<file path="src/rtl/decode_pipe_pkg.sv">
// Shared opcode/funct encodings and field widths for the MIPS decode pipeline.
// DECODE_SHIFT_EN adds SLL/SRL/SRA to the legal R-type functs.
package decode_pipe_pkg;

   localparam int OPCODE_WIDTH = 6;
   localparam int FUNCT_WIDTH  = 6;
   localparam int JADDR_WIDTH  = 26;
   localparam int SHAMT_WIDTH  = 5;

   localparam logic [OPCODE_WIDTH-1:0] OP_RTYPE = 6'h00;
   localparam logic [OPCODE_WIDTH-1:0] OP_J     = 6'h02;
   localparam logic [OPCODE_WIDTH-1:0] OP_BEQ   = 6'h04;
   localparam logic [OPCODE_WIDTH-1:0] OP_BNE   = 6'h05;
   localparam logic [OPCODE_WIDTH-1:0] OP_ADDI  = 6'h08;
   localparam logic [OPCODE_WIDTH-1:0] OP_ADDIU = 6'h09;
   localparam logic [OPCODE_WIDTH-1:0] OP_SLTI  = 6'h0A;
   localparam logic [OPCODE_WIDTH-1:0] OP_SLTIU = 6'h0B;
   localparam logic [OPCODE_WIDTH-1:0] OP_ANDI  = 6'h0C;
   localparam logic [OPCODE_WIDTH-1:0] OP_ORI   = 6'h0D;
   localparam logic [OPCODE_WIDTH-1:0] OP_XORI  = 6'h0E;
   localparam logic [OPCODE_WIDTH-1:0] OP_LOAD  = 6'h23;
   localparam logic [OPCODE_WIDTH-1:0] OP_STORE = 6'h2B;
   localparam logic [OPCODE_WIDTH-1:0] OP_BRANCH = OP_BEQ;

   localparam logic [FUNCT_WIDTH-1:0] FN_SLL  = 6'h00;
   localparam logic [FUNCT_WIDTH-1:0] FN_SRL  = 6'h02;
   localparam logic [FUNCT_WIDTH-1:0] FN_SRA  = 6'h03;
   localparam logic [FUNCT_WIDTH-1:0] FN_ADD  = 6'h20;
   localparam logic [FUNCT_WIDTH-1:0] FN_ADDU = 6'h21;
   localparam logic [FUNCT_WIDTH-1:0] FN_SUB  = 6'h22;
   localparam logic [FUNCT_WIDTH-1:0] FN_SUBU = 6'h23;
   localparam logic [FUNCT_WIDTH-1:0] FN_AND  = 6'h24;
   localparam logic [FUNCT_WIDTH-1:0] FN_OR   = 6'h25;
   localparam logic [FUNCT_WIDTH-1:0] FN_XOR  = 6'h26;
   localparam logic [FUNCT_WIDTH-1:0] FN_NOR  = 6'h27;
   localparam logic [FUNCT_WIDTH-1:0] FN_SLT  = 6'h2A;
   localparam logic [FUNCT_WIDTH-1:0] FN_SLTU = 6'h2B;

   function automatic logic rfunct_legal(input logic [FUNCT_WIDTH-1:0] fn);
      case (fn)
         FN_ADD, FN_ADDU, FN_SUB, FN_SUBU, FN_AND, FN_OR,
         FN_XOR, FN_NOR, FN_SLT, FN_SLTU: rfunct_legal = 1'b1;
`ifdef DECODE_SHIFT_EN
         FN_SLL, FN_SRL, FN_SRA:          rfunct_legal = 1'b1;
`endif
         default:                         rfunct_legal = 1'b0;
      endcase
   endfunction

endpackage

</file>
<file path="src/rtl/decode_pipe_comb.sv">
// Purely combinational MIPS instruction-to-bundle decoder.
// DECODE_SHIFT_EN adds the shamt field output.
module decode_comb
   import decode_pipe_pkg::*;
#(
   parameter int AWIDTH    = 5,
   parameter int IWIDTH    = 32,
   parameter int DWIDTH    = 32,
   parameter int IMM_WIDTH = 16
) (
   input  logic [IWIDTH-1:0]       instr_i,
   output logic [OPCODE_WIDTH-1:0] opcode_o,
   output logic [FUNCT_WIDTH-1:0]  funct_o,
   output logic [AWIDTH-1:0]       addr_rs_o,
   output logic [AWIDTH-1:0]       addr_rt_o,
   output logic [AWIDTH-1:0]       addr_rd_o,
   output logic [DWIDTH-1:0]       imm_o,
   output logic [JADDR_WIDTH-1:0]  jaddr_o,
`ifdef DECODE_SHIFT_EN
   output logic [SHAMT_WIDTH-1:0]  shamt_o,
`endif
   output logic                    we_o,
   output logic                    mem_rd_o,
   output logic                    mem_wr_o,
   output logic                    branch_o,
   output logic                    jump_o,
   output logic                    illegal_o
);

   logic [DWIDTH-1:0] imm_sext;
   logic [DWIDTH-1:0] imm_zext;

   assign imm_sext  = {{(DWIDTH-IMM_WIDTH){instr_i[IMM_WIDTH-1]}}, instr_i[IMM_WIDTH-1:0]};
   assign imm_zext  = {{(DWIDTH-IMM_WIDTH){1'b0}}, instr_i[IMM_WIDTH-1:0]};
   assign opcode_o  = instr_i[31:26];
   assign addr_rs_o = instr_i[21 +: AWIDTH];
   assign addr_rt_o = instr_i[16 +: AWIDTH];

   always_comb begin
      funct_o   = '0;
      addr_rd_o = '0;
      imm_o     = '0;
      jaddr_o   = '0;
`ifdef DECODE_SHIFT_EN
      shamt_o   = '0;
`endif
      we_o      = 1'b0;
      mem_rd_o  = 1'b0;
      mem_wr_o  = 1'b0;
      branch_o  = 1'b0;
      jump_o    = 1'b0;
      illegal_o = 1'b0;
      case (instr_i[31:26])
         OP_RTYPE: begin
            funct_o   = instr_i[5:0];
            addr_rd_o = instr_i[11 +: AWIDTH];
`ifdef DECODE_SHIFT_EN
            shamt_o   = instr_i[10:6];
`endif
            // an unknown funct still yields fields, but no side effects
            we_o      = rfunct_legal(instr_i[5:0]);
            illegal_o = !rfunct_legal(instr_i[5:0]);
         end
         OP_LOAD: begin
            addr_rd_o = instr_i[16 +: AWIDTH];
            imm_o     = imm_sext;
            we_o      = 1'b1;
            mem_rd_o  = 1'b1;
         end
         OP_STORE: begin
            imm_o    = imm_sext;
            mem_wr_o = 1'b1;
         end
         OP_BEQ, OP_BNE: begin
            imm_o    = imm_sext;
            branch_o = 1'b1;
         end
         OP_J: begin
            jaddr_o = instr_i[JADDR_WIDTH-1:0];
            jump_o  = 1'b1;
         end
         OP_ADDI, OP_ADDIU, OP_SLTI, OP_SLTIU: begin
            addr_rd_o = instr_i[16 +: AWIDTH];
            imm_o     = imm_sext;
            we_o      = 1'b1;
         end
         OP_ANDI, OP_ORI, OP_XORI: begin
            addr_rd_o = instr_i[16 +: AWIDTH];
            imm_o     = imm_zext;
            we_o      = 1'b1;
         end
         default: illegal_o = 1'b1;
      endcase
   end

endmodule

</file>
<file path="src/rtl/decode_pipe.sv">
// MIPS decode stage with valid/ready handshakes and a 2-entry OUT/SKID buffer.
// DECODE_SHIFT_EN adds dp_o_shamt and legalises SLL/SRL/SRA.
module decode_pipe
   import decode_pipe_pkg::*;
#(
   parameter int AWIDTH    = 5,
   parameter int IWIDTH    = 32,
   parameter int DWIDTH    = 32,
   parameter int IMM_WIDTH = 16,
   parameter int PCWIDTH   = 32
) (
   input  logic                    dp_clk,
   input  logic                    dp_rst,
   input  logic                    dp_i_valid,
   output logic                    dp_o_ready,
   input  logic [IWIDTH-1:0]       dp_i_instr,
   input  logic [PCWIDTH-1:0]      dp_i_pc,
   input  logic                    dp_i_flush,
   output logic                    dp_o_valid,
   input  logic                    dp_i_ready,
   output logic [PCWIDTH-1:0]      dp_o_pc,
   output logic [OPCODE_WIDTH-1:0] dp_o_opcode,
   output logic [FUNCT_WIDTH-1:0]  dp_o_funct,
   output logic [AWIDTH-1:0]       dp_o_addr_rs,
   output logic [AWIDTH-1:0]       dp_o_addr_rt,
   output logic [AWIDTH-1:0]       dp_o_addr_rd,
   output logic [DWIDTH-1:0]       dp_o_imm,
   output logic [JADDR_WIDTH-1:0]  dp_o_jaddr,
`ifdef DECODE_SHIFT_EN
   output logic [SHAMT_WIDTH-1:0]  dp_o_shamt,
`endif
   output logic                    dp_o_we,
   output logic                    dp_o_mem_rd,
   output logic                    dp_o_mem_wr,
   output logic                    dp_o_branch,
   output logic                    dp_o_jump,
   output logic                    dp_o_illegal
);

`ifdef DECODE_SHIFT_EN
   localparam int SH_W = SHAMT_WIDTH;
`else
   localparam int SH_W = 0;
`endif
   localparam int BW = PCWIDTH + OPCODE_WIDTH + FUNCT_WIDTH + 3*AWIDTH + DWIDTH
                       + JADDR_WIDTH + SH_W + 6;

   logic [OPCODE_WIDTH-1:0] c_opcode;
   logic [FUNCT_WIDTH-1:0]  c_funct;
   logic [AWIDTH-1:0]       c_rs, c_rt, c_rd;
   logic [DWIDTH-1:0]       c_imm;
   logic [JADDR_WIDTH-1:0]  c_jaddr;
   logic                    c_we, c_mem_rd, c_mem_wr, c_branch, c_jump, c_illegal;
`ifdef DECODE_SHIFT_EN
   logic [SHAMT_WIDTH-1:0]  c_shamt;
`endif

   decode_comb #(
      .AWIDTH    (AWIDTH),
      .IWIDTH    (IWIDTH),
      .DWIDTH    (DWIDTH),
      .IMM_WIDTH (IMM_WIDTH)
   ) u_decode_comb (
      .instr_i   (dp_i_instr),
      .opcode_o  (c_opcode),
      .funct_o   (c_funct),
      .addr_rs_o (c_rs),
      .addr_rt_o (c_rt),
      .addr_rd_o (c_rd),
      .imm_o     (c_imm),
      .jaddr_o   (c_jaddr),
`ifdef DECODE_SHIFT_EN
      .shamt_o   (c_shamt),
`endif
      .we_o      (c_we),
      .mem_rd_o  (c_mem_rd),
      .mem_wr_o  (c_mem_wr),
      .branch_o  (c_branch),
      .jump_o    (c_jump),
      .illegal_o (c_illegal)
   );

   logic [BW-1:0] new_bundle;
   logic [BW-1:0] out_q, out_d, skid_q, skid_d;
   logic          out_vld_q, out_vld_d, skid_vld_q, skid_vld_d, rdy_q, rdy_d;
   logic          consume, accept;

   assign new_bundle = {dp_i_pc, c_opcode, c_funct, c_rs, c_rt, c_rd, c_imm, c_jaddr,
`ifdef DECODE_SHIFT_EN
                        c_shamt,
`endif
                        c_we, c_mem_rd, c_mem_wr, c_branch, c_jump, c_illegal};

   assign consume = out_vld_q & dp_i_ready;
   assign accept  = dp_i_valid & rdy_q;

   always_comb begin
      out_d      = out_q;
      skid_d     = skid_q;
      out_vld_d  = out_vld_q;
      skid_vld_d = skid_vld_q;
      if (dp_i_flush) begin
         out_vld_d  = 1'b0;
         skid_vld_d = 1'b0;
      end else if (consume && skid_vld_q) begin
         out_d      = skid_q;
         out_vld_d  = 1'b1;
         skid_vld_d = accept;
         if (accept) skid_d = new_bundle;
      end else if (!out_vld_q || consume) begin
         // OUT is free (or draining this edge): refill it or go empty
         out_vld_d = accept;
         if (accept) out_d = new_bundle;
      end else if (accept) begin
         skid_d     = new_bundle;
         skid_vld_d = 1'b1;
      end
      rdy_d = !skid_vld_d;
   end

   // Control state: async reset.
   always_ff @(posedge dp_clk or negedge dp_rst) begin
      if (!dp_rst) begin
         out_vld_q  <= 1'b0;
         skid_vld_q <= 1'b0;
         rdy_q      <= 1'b0;
      end else begin
         out_vld_q  <= out_vld_d;
         skid_vld_q <= skid_vld_d;
         rdy_q      <= rdy_d;
      end
   end

   // Data payload: no reset, masked at the outputs while invalid.
   always_ff @(posedge dp_clk) begin
      out_q  <= out_d;
      skid_q <= skid_d;
   end

   assign dp_o_ready = rdy_q;
   assign dp_o_valid = out_vld_q;
   assign {dp_o_pc, dp_o_opcode, dp_o_funct, dp_o_addr_rs, dp_o_addr_rt, dp_o_addr_rd,
           dp_o_imm, dp_o_jaddr,
`ifdef DECODE_SHIFT_EN
           dp_o_shamt,
`endif
           dp_o_we, dp_o_mem_rd, dp_o_mem_wr, dp_o_branch, dp_o_jump, dp_o_illegal}
          = out_vld_q ? out_q : '0;

endmodule

</file>
<file path="config.mk">
export PLATFORM = sky130hd
export DESIGN_NAME = decode_pipe
export DESIGN_NICKNAME = d
export VERILOG_FILES = /design/src/rtl/decode_pipe_pkg.sv /design/src/rtl/decode_pipe_comb.sv /design/src/rtl/decode_pipe.sv
export SDC_FILE = /design/constraint.sdc
export NUM_CORES = 1
export LEC_CHECK = 0
export ABC_AREA = 1
export BUFFER_PORTS_ARGS = -buffer_cell sky130_fd_sc_hd__buf_2
export CAP_MARGIN = 0
export CORE_MARGIN = 2
export CORE_UTILIZATION = 40
export DETAILED_ROUTE_END_ITERATION = 6
export PLACE_DENSITY = 0.68
export SLEW_MARGIN = 20
export SYNTH_ARGS = -nofsm -noshare
export SYNTH_HDL_FRONTEND = slang
export SYNTH_SLANG_ARGS = --single-unit
</file>
<file path="constraint.sdc">
create_clock -name dp_clk -period 8.55 [get_ports dp_clk]
set_clock_uncertainty 0.1 [all_clocks]
set_input_delay 0 -clock dp_clk [delete_from_list [all_inputs] [get_ports dp_clk]]
set_output_delay 0 -clock dp_clk [all_outputs]
set_load 0.01 [all_outputs]
</file>
### Yosys cells after proc, flatten, opt, wreduce, memory -nomap -nowiden

Cells that the tools add are included.

* register bits after elaboration: 249
* output and inout port bits: 125
* logic and storage cells: 74

* mux-type cells: 26
* bitwise logic cells: 3
* equal/unequal tests: 23
* reduce and logical (&&, ||, !) cells: 17

Operators with widths (number)
* 2-to-1 mux 123 bit: 7
* equality test 6 bit (second input constant): 12
* one-hot mux 32 bit (2 select lines): 1
* equality test 6 x 4 -> 1 bit (second input constant): 7
* 2-to-1 mux 26 bit: 1
* OR reduction 8 bit: 2
* 2-to-1 mux 1 bit: 13
* equality test 6 x 3 -> 1 bit (second input constant): 2
* OR reduction 12 bit: 1
* one-hot mux 5 bit (2 select lines): 1
* OR reduction 10 bit: 1
* equality test 6 x 2 -> 1 bit (second input constant): 1
* logical NOT 6 bit: 1
* 2-to-1 mux 6 bit: 1
* one-hot mux 1 bit (2 select lines): 2
* nonzero test 2 bit: 2
* logical NOT 1 bit: 3
* AND reduction 3 bit: 1
* nonzero test 3 bit: 1
* OR reduction 3 bit: 1
* AND 1 bit: 2
* != test 2 bit (second input constant): 1
* AND reduction 2 bit: 1
* OR reduction 2 bit: 1
* other kinds (3): 3

### Longest topological paths before layout

Gate-level depths: netlist of run 1.

* depth after elaboration: 9
* depth in mapped cells: 8
* gate-level depth less buffers: 8

### Cells and area by module

A second synthesis of run 1 with hierarchy kept.

* cell total of the unflattened synthesis: 1127
* area, all modules: 11091.9 sq um

By module, submodules not included
* decode_pipe: cells an instance 926, instances 1, area each 10084.7 sq um
* decode_comb: cells an instance 201, instances 1, area each 1007.2 sq um

### Worst setup path after synthesis of run 1

OpenSTA, ideal clock, no wires.

* kind: register to register
* start: reg out_vld_q (netlist: dp_o_valid)
* end: reg skid_q[0], enable pin
* stages on the path, launching flop included: 4
* arrival: 8.729 ns
* required time: 7.714 ns
* slack: -1.015 ns
* period minus slack after synthesis: 9.565 ns
* cell sequence: dfrtp_1 -> nand3_1 -> clkbuf_1 -> a211oi_1

* cells in the longest elaborated chain, start to end: 4
* elaborated cells on any way between the ends: 6

Ends and longest elaborated chain
* start: declaration: line decode_pipe.sv:85 `logic out_vld_q, out_vld_d, skid_vld_q, skid_vld_d, rdy_q, rdy_d;`
* start signal: assignment: line decode_pipe.sv:128 `out_vld_q <= out_vld_d;`
* AND 1 bit / logical NOT 1 bit (equally long branches): line decode_pipe.sv:94, decode_pipe.sv:110
* logical AND 1 bit / logical OR 1 bit (equally long branches): line decode_pipe.sv:105, decode_pipe.sv:110
* != test 2 bit (no source line) *
* AND reduction 2 bit (no source line) *
* end signal: assignment: line decode_pipe.sv:137 `skid_q <= skid_d;`
* end: declaration: line decode_pipe.sv:84 `logic [BW-1:0] out_q, out_d, skid_q, skid_d;`

Every way passes the cells marked *; elsewhere a longest branch is shown, timed or not.
A chain may end at the register's enable or synchronous reset.

### Worst setup path after layout of run 1

* start: reg out_vld_q (netlist: dp_o_valid)
* end: reg skid_q[3], enable pin

The elaborated chain is that of the path after synthesis.

==> results of run 1 <==
==> Yosys cell counts, types with 2 or more instances <==
library cell	count
o21ai_0	19
edfxtp_1	216
buf_2	13
a21oi_1	2
nor2_1	54
nand3_1	24
inv_2	2
nor2_2	3
clkbuf_1	18
inv_1	150
buf_4	16
dfrtp_1	3
nor3_1	2
nand2_1	400
buf_6	2
nand3_2	3
buf_1	6
==> timing repair <==
action | CTS | global route
hold buffers | 71 | 0
hold endpoints to repair | 218 | 0
setup buffers | 0 | 0
resized for setup | 0 | 0
==> power groups by stage <==
stage	clock network (W)	registers, W	logic [W]
6_report	0.000999	0.00122	0.000192
2_1_floorplan	0	0.00125	0.0000949
4_1_cts	0.00103	0.00122	0.000195
3_5_place_dp	0	0.00125	0.000168
3_3_place_gp	0	0.00124	0.000165
5_1_grt	0.00107	0.00122	0.000215
==> worst reg2reg max path, stage by stage (launching register included) <==
cell      delay [ns]
dfrtp_4         0.44
inv_1           0.05
nor2_1          0.26
inv_1           0.14
a211oi_4        0.20
buf_4           0.39
buf_4           0.87
==> logic make-up (layout without fill, tap and decap cells) <==
group           after synthesis  in the layout  synth area share (%)
compound gates               23             23                  1.27
simple gates                490            490                  20.3
buf+inv                     208            467                  9.22
flops                       219            219                  69.2
==> registers in the layout, summed over array words and instances, names as in the netlist <==
register and count:
dp_o_ready 1, dp_o_valid 1, out_q 108, skid_q 108, skid_vld_q 1
==> stage by stage <==
step / power [W] / utilization (%)
after CTS: 0.00245 / 51.8
after global routing: 0.00251 / 51.9
after detailed placement: 0.00141 / 45.5
after floorplan: 0.00134 / -
final: 0.00241 / 51.9
after global placement: 0.00141 / 45.5
==> final timing paths <==
path                        startpoint  slack (ns)         end  cells after the start
min reg2reg                skid_q[119]        0.41  out_q[119]                      2
max                         dp_o_valid        5.63   skid_q[3]                      6
min                         dp_i_pc[0]        0.12  skid_q[91]                      2
max in group asynchronous       dp_rst        7.85  dp_o_valid                      3
min in group asynchronous       dp_rst        0.30  skid_vld_q                      3
max reg2reg                 dp_o_valid        5.63   skid_q[3]                      6
==> layout make-up <==
type	count	share of cell area, %
clock buffer	34	5.76
clock inverter	10	0.629
multi-input combinational	513	17.2
inverter	153	4.79
tap	319	3.29
timing repair buffer	270	14.2
sequential	219	54.1
==> layer usage <==
layer	up-vias	global-route usage [%]
met5	-	0
met4	0	3.78
met3	34	2.66
met2	223	29.8
met1	3153	21.4
li1	3406	-
==> results.py, run 1 <==
metrics = {
    "route": {
        "viasPerCell": 4.49,
        "totalWireLength_um": 21200,
        "route.detailed.drc": 0,
        "wl_met3_um": 1280,
        "top_layer": "met4",
        "wire_per_inst_um": 14.0,
        "wl_met1_um": 9180,
        "num_vias": 6816,
        "drt_iter0_drc": 411,
        "dr.pass1.iters": 5,
        "antenna_left": 0,
        "wl_met2_um": 10300,
    },
    "logic_synthesis": {
        "synth_area_leaders": "edfxtp_1, nand2_1, inv_1",
        "netlist_area_sq_um": 9480,
        "synth_edf_count": 216,
        "syn_inst": 940,
        "synth_area_leader_cell": "edfxtp_1",
        "synth.ff_latch_count": 219,
        "synth_warnings": 0,
        "syn_area_per_cell_sq_um": 10.1,
        "ys_seq_area_share_pct": 69.2,
        "synth_top_area_share_pct": 68.4,
        "async_reset_ff_share_pct": 1.37,
        "postSynthNetCount": 1009,
        "synth-main-ff-cell": "edfxtp_1",
        "synth_cell_type_count": 24,
    },
    "critical_path": {
        "cp-start-kind": "flop",
        "crit_chain": "inv_1 > nor2_1 > inv_1 > a211oi_4 > buf_4 > buf_4",
        "crit_fanout": 77,
        "slowest_delay_ns": 0.85,
        "critPathBufInv": 4,
        "setup.worst_path.class": "flop to flop",
        "crit_family": "buffers and inverters",
        "cp_data_arrival_time_ns": 2.94,
        "critPathCaptureType": "flop",
        "crit_slowest_cell": "buf_4",
        "cp.required_ns": 8.57,
    },
    "sta": {
        "whs_ns": 0.119,
        "fin_crit_ns": 2.92,
        "fmax_ghz": 0.343,
        "fin_crit_sh_pct": 34.1,
        "hold_violations": 0,
        "setup_ws_ns": 5.63,
        "max-slew-margin-rel_pct": 28.6,
        "drv_slew": 0,
        "setup_viol": 0,
        "tightest_slew_ns": 1.07,
        "tns_ns": 0,
        "rsz0062_at_grt": "false",
    },
    "global_route": {
        "grt_pass1_vias": 6413,
        "grt-ovfl-total": 0,
        "antenna_found_initial": 0,
        "grt_pass1_wl_um": 32500,
        "grt_max_degree": 117,
        "track_usage_pct": 16.7,
    },
    "cells_and_area": {
        "final_common_cell": "nand2_1",
        "area_growth_pct": 28.0,
        "layoutNonFillerInstCount": 1518,
        "multi_input_area_sq_um": 2090,
        "drive_above_1_share_pct": 20.9,
        "area.sequential_sq_um": 6570,
        "fill_cells": 2159,
        "final_nets": 1250,
        "n_antenna_cell": 0,
        "final_area_sq_um": 12100,
        "final_cell_mix": "nand2_1, edfxtp_1, buf_2",
    },
    "run": {
        "max-cap-violations": 0,
    },
    "die": {
        "io_pins": 194,
        "dieArea_sq_um": 25000,
        "initial_core_util_pct": 40.5,
        "die_height_um": 158,
        "die_x_um": 158,
        "coreArea_sq_um": 23400,
        "row_count": 56,
    },
    "clock_tree": {
        "htree_levels": 1,
        "clk_pin_slew_ns": 0.06,
        "cts_tree": "built",
        "cts_made_buffers": 24,
        "clock_latency_ns": 0.50,
        "clock_path_buffers": 3,
        "cts-root-buf": "clkbuf_16",
        "cts.sinks": 219,
    },
    "worst_hold_path": {
        "hold_class": "primary input to flop",
    },
    "place": {
        "io_buffers": 193,
        "place_hpwl_um": 12500,
        "gp_congestion": 0.779,
        "post-place-cells": 1403,
        "preCtsSetupSlack_ns": 5.65,
        "dpl_cell_area_sq_um": 10600,
    },
    "power_and_ir_drop": {
        "p_sw_share_pct": 21.8,
        "power.leakage_nw": 6.10,
        "p_switching_w": 0.000525,
        "seqPwrFrac_pct": 50.7,
        "p_per_area_nw_per_um2": 199,
        "vdd_drop_max_mv": 0.134,
        "combinationalPowerShare_pct": 7.9,
        "clkPwrFrac_pct": 41.4,
        "p_int_w": 0.00189,
    },
    "outcome": {
        "outcome": "finished clean",
    },
}
(Power assumes the default switching activity.)
==> inputs of run 2 (changes only) <==
Settings changed: PLACE_DENSITY 0.68 to 0.65.
Clock period 8.55 ns to 2.93 ns, I/O delays scaled along.
==> run 2 against run 1 <==
Against the previous run: critical path depth is 2 lower; sequential power rose to 2.9 times the previous value; largest cell class unchanged; global-route usage increased by 0.56 points; worst setup slack lost 5.2 ns; largest power group unchanged; final cell count increased by 0.13%; clock power rose to 2.8 times the previous value; sequential share of layout area decreased by 0.050 points; routed wire length increased by 1.6%.
==> results.py, run 2 (synthesis gave the netlist of run 1 again) <==
metrics = {
    "outcome": {
        "outcome": "finished clean",
    },
    "critical_path": {
        "crit_chain": "buf_4 > nand2_1 > inv_1 > buf_2",
        "crit_fanout": 44,
        "crit_slowest_cell": "dfrtp_4",
        "r2r-start": "dp_o_valid",
        "setup.worst_path.class": "flop to output port",
        "cp_data_arrival_time_ns": 2.36,
        "rrSetupSlack_ns": 0.71,
        "crit_family": "buffers and inverters",
        "reg2reg_depth": 5,
        "path_depth": 4,
        "cp.required_ns": 2.83,
        "worstReg2RegEnd": "out_q[1]",
        "cp-start-kind": "flop",
        "slowest_delay_ns": 0.65,
        "crit_path_start": "dp_o_valid",
        "worstSetupEndpoint": "dp_o_imm[18]",
        "critPathBufInv": 3,
        "critPathCaptureType": "output port",
    },
    "route": {
        "viasPerCell": 4.44,
        "route.detailed.drc": 0,
        "antenna_left": 0,
        "num_vias": 6754,
        "dr.pass1.iters": 5,
        "drt_iter0_drc": 394,
        "totalWireLength_um": 21500,
        "wire_per_inst_um": 14.2,
    },
    "clock_tree": {
        "cts_setup_buffers": 0,
        "clock_latency_ns": 0.51,
        "htree_levels": 1,
        "clock_path_buffers": 3,
        "cts_made_buffers": 24,
        "cts_tree": "built",
        "cts.sinks": 219,
        "cts-root-buf": "clkbuf_16",
        "clk_pin_slew_ns": 0.06,
    },
    "place": {
        "preCtsSetupSlack_ns": 0.665,
        "io_buffers": 193,
        "place_hpwl_um": 13200,
        "gp_congestion": 0.751,
        "dpl_cell_area_sq_um": 10700,
    },
    "run": {
        "max-cap-violations": 0,
    },
    "sta": {
        "fin_crit_sh_pct": 83.9,
        "fin_crit_ns": 2.46,
        "rsz0062_at_grt": "false",
        "drv_slew": 0,
        "hold_violations": 0,
        "setup_viol": 0,
        "fmax_ghz": 0.407,
        "tightest_slew_ns": 0.764,
        "max-slew-margin-rel_pct": 49.0,
        "setup_ws_ns": 0.471,
    },
    "die": {
        "dieArea_sq_um": 25000,
        "coreArea_sq_um": 23400,
        "row_count": 56,
        "initial_core_util_pct": 40.5,
        "die_height_um": 158,
        "die_x_um": 158,
        "io_pins": 194,
    },
    "cells_and_area": {
        "finalCoreUtilization_pct": 51.9,
        "reg_top3": "out_q (108), skid_q (108)",
        "drive_above_1_share_pct": 21.1,
        "final_cell_mix": "nand2_1, edfxtp_1, buf_2",
        "area_growth_pct": 28.1,
        "final_area_sq_um": 12200,
        "n_antenna_cell": 0,
        "final_nets": 1254,
        "final_common_cell": "nand2_1",
    },
    "global_route": {
        "antenna_found_initial": 0,
        "track_usage_pct": 17.2,
        "grt-ovfl-total": 0,
        "grt_max_degree": 67,
        "grt_pass1_wl_um": 33700,
        "grt_pass1_vias": 6728,
    },
    "power_and_ir_drop": {
        "p_per_area_nw_per_um2": 571,
        "power.leakage_nw": 6.10,
        "vdd_drop_max_mv": 0.346,
    },
    "worst_hold_path": {
        "hold_class": "primary input to flop",
    },
}
## run 2: cell count changes in the layout (fill, tap and decap cells not counted), moves of 2 or more
cell	before	now
buf_12	0	3
buf_4	4	8
buf_6	2	0
clkbuf_8	4	0
clkinv_1	4	7
inv_1	150	147
inv_2	1	3
inv_4	1	3
## run 2: how the worst min path moves through the flow
stage / slack, ns / start / cells after the start / end
floorplan: -0.40 / dp_rst / 0 / dp_o_ready
global placement: -0.28 / dp_rst / 1 / dp_o_ready
detailed placement: -0.28 / dp_rst / 1 / dp_o_ready
CTS: 0.10 / dp_i_pc[0] / 2 / skid_q[91]
global route: 0.12 / dp_i_pc[31] / 2 / skid_q[122]
finish: 0.12 / dp_i_pc[0] / 2 / skid_q[91]
## run 2: what timing repair did
item | 4_1_cts | 5_1_grt
hold buffers | 70 | 0
endpoints found under the hold margin | 218 | 0
gates resized for setup | 0 | 0
## run 2: layout make-up
| cell class | instances | area (sq um) |
|---|---|---|
| tap | 319 | 399 |
| sequential | 219 | 6570 |
| clock buffer | 31 | 648 |
| inverter | 153 | 582 |
| clock inverter | 11 | 71.3 |
| multi-input combinational | 513 | 2100 |
| fill | 2181 | 11300 |
| timing repair buffer | 274 | 1790 |
## run 2: layer usage
metal	track usage [%]	part of all wire, %	routed length, um
met1	22.0	43	9290
met5	0	0	0
met3	2.76	6.3	1360
met4	4.63	1.9	417
met2	30.6	49	10500
## run 2: through the flow
step / cells / TNS, ns / total power, W / hold slack, ns
floorplan: 940 / -240.33 / 0.00392 / -0.396
global placement: 1408 / 0 / 0.00412 / -0.283
detailed placement: 1408 / 0 / 0.00413 / -0.279
CTS: 1520 / 0 / 0.00699 / 0.104
global route: 1520 / 0 / 0.00720 / 0.118
finish: 1520 / 0 / 0.00693 / 0.124
## run 2: power breakdown
group	total (W)	switching [W]	internal, W
Combinational	0.000557	0.000334	0.000223
Sequential	0.00358	0.0000340	0.00354
Clock	0.00280	0.00117	0.00163
Total	0.00693	0.00154	0.00540
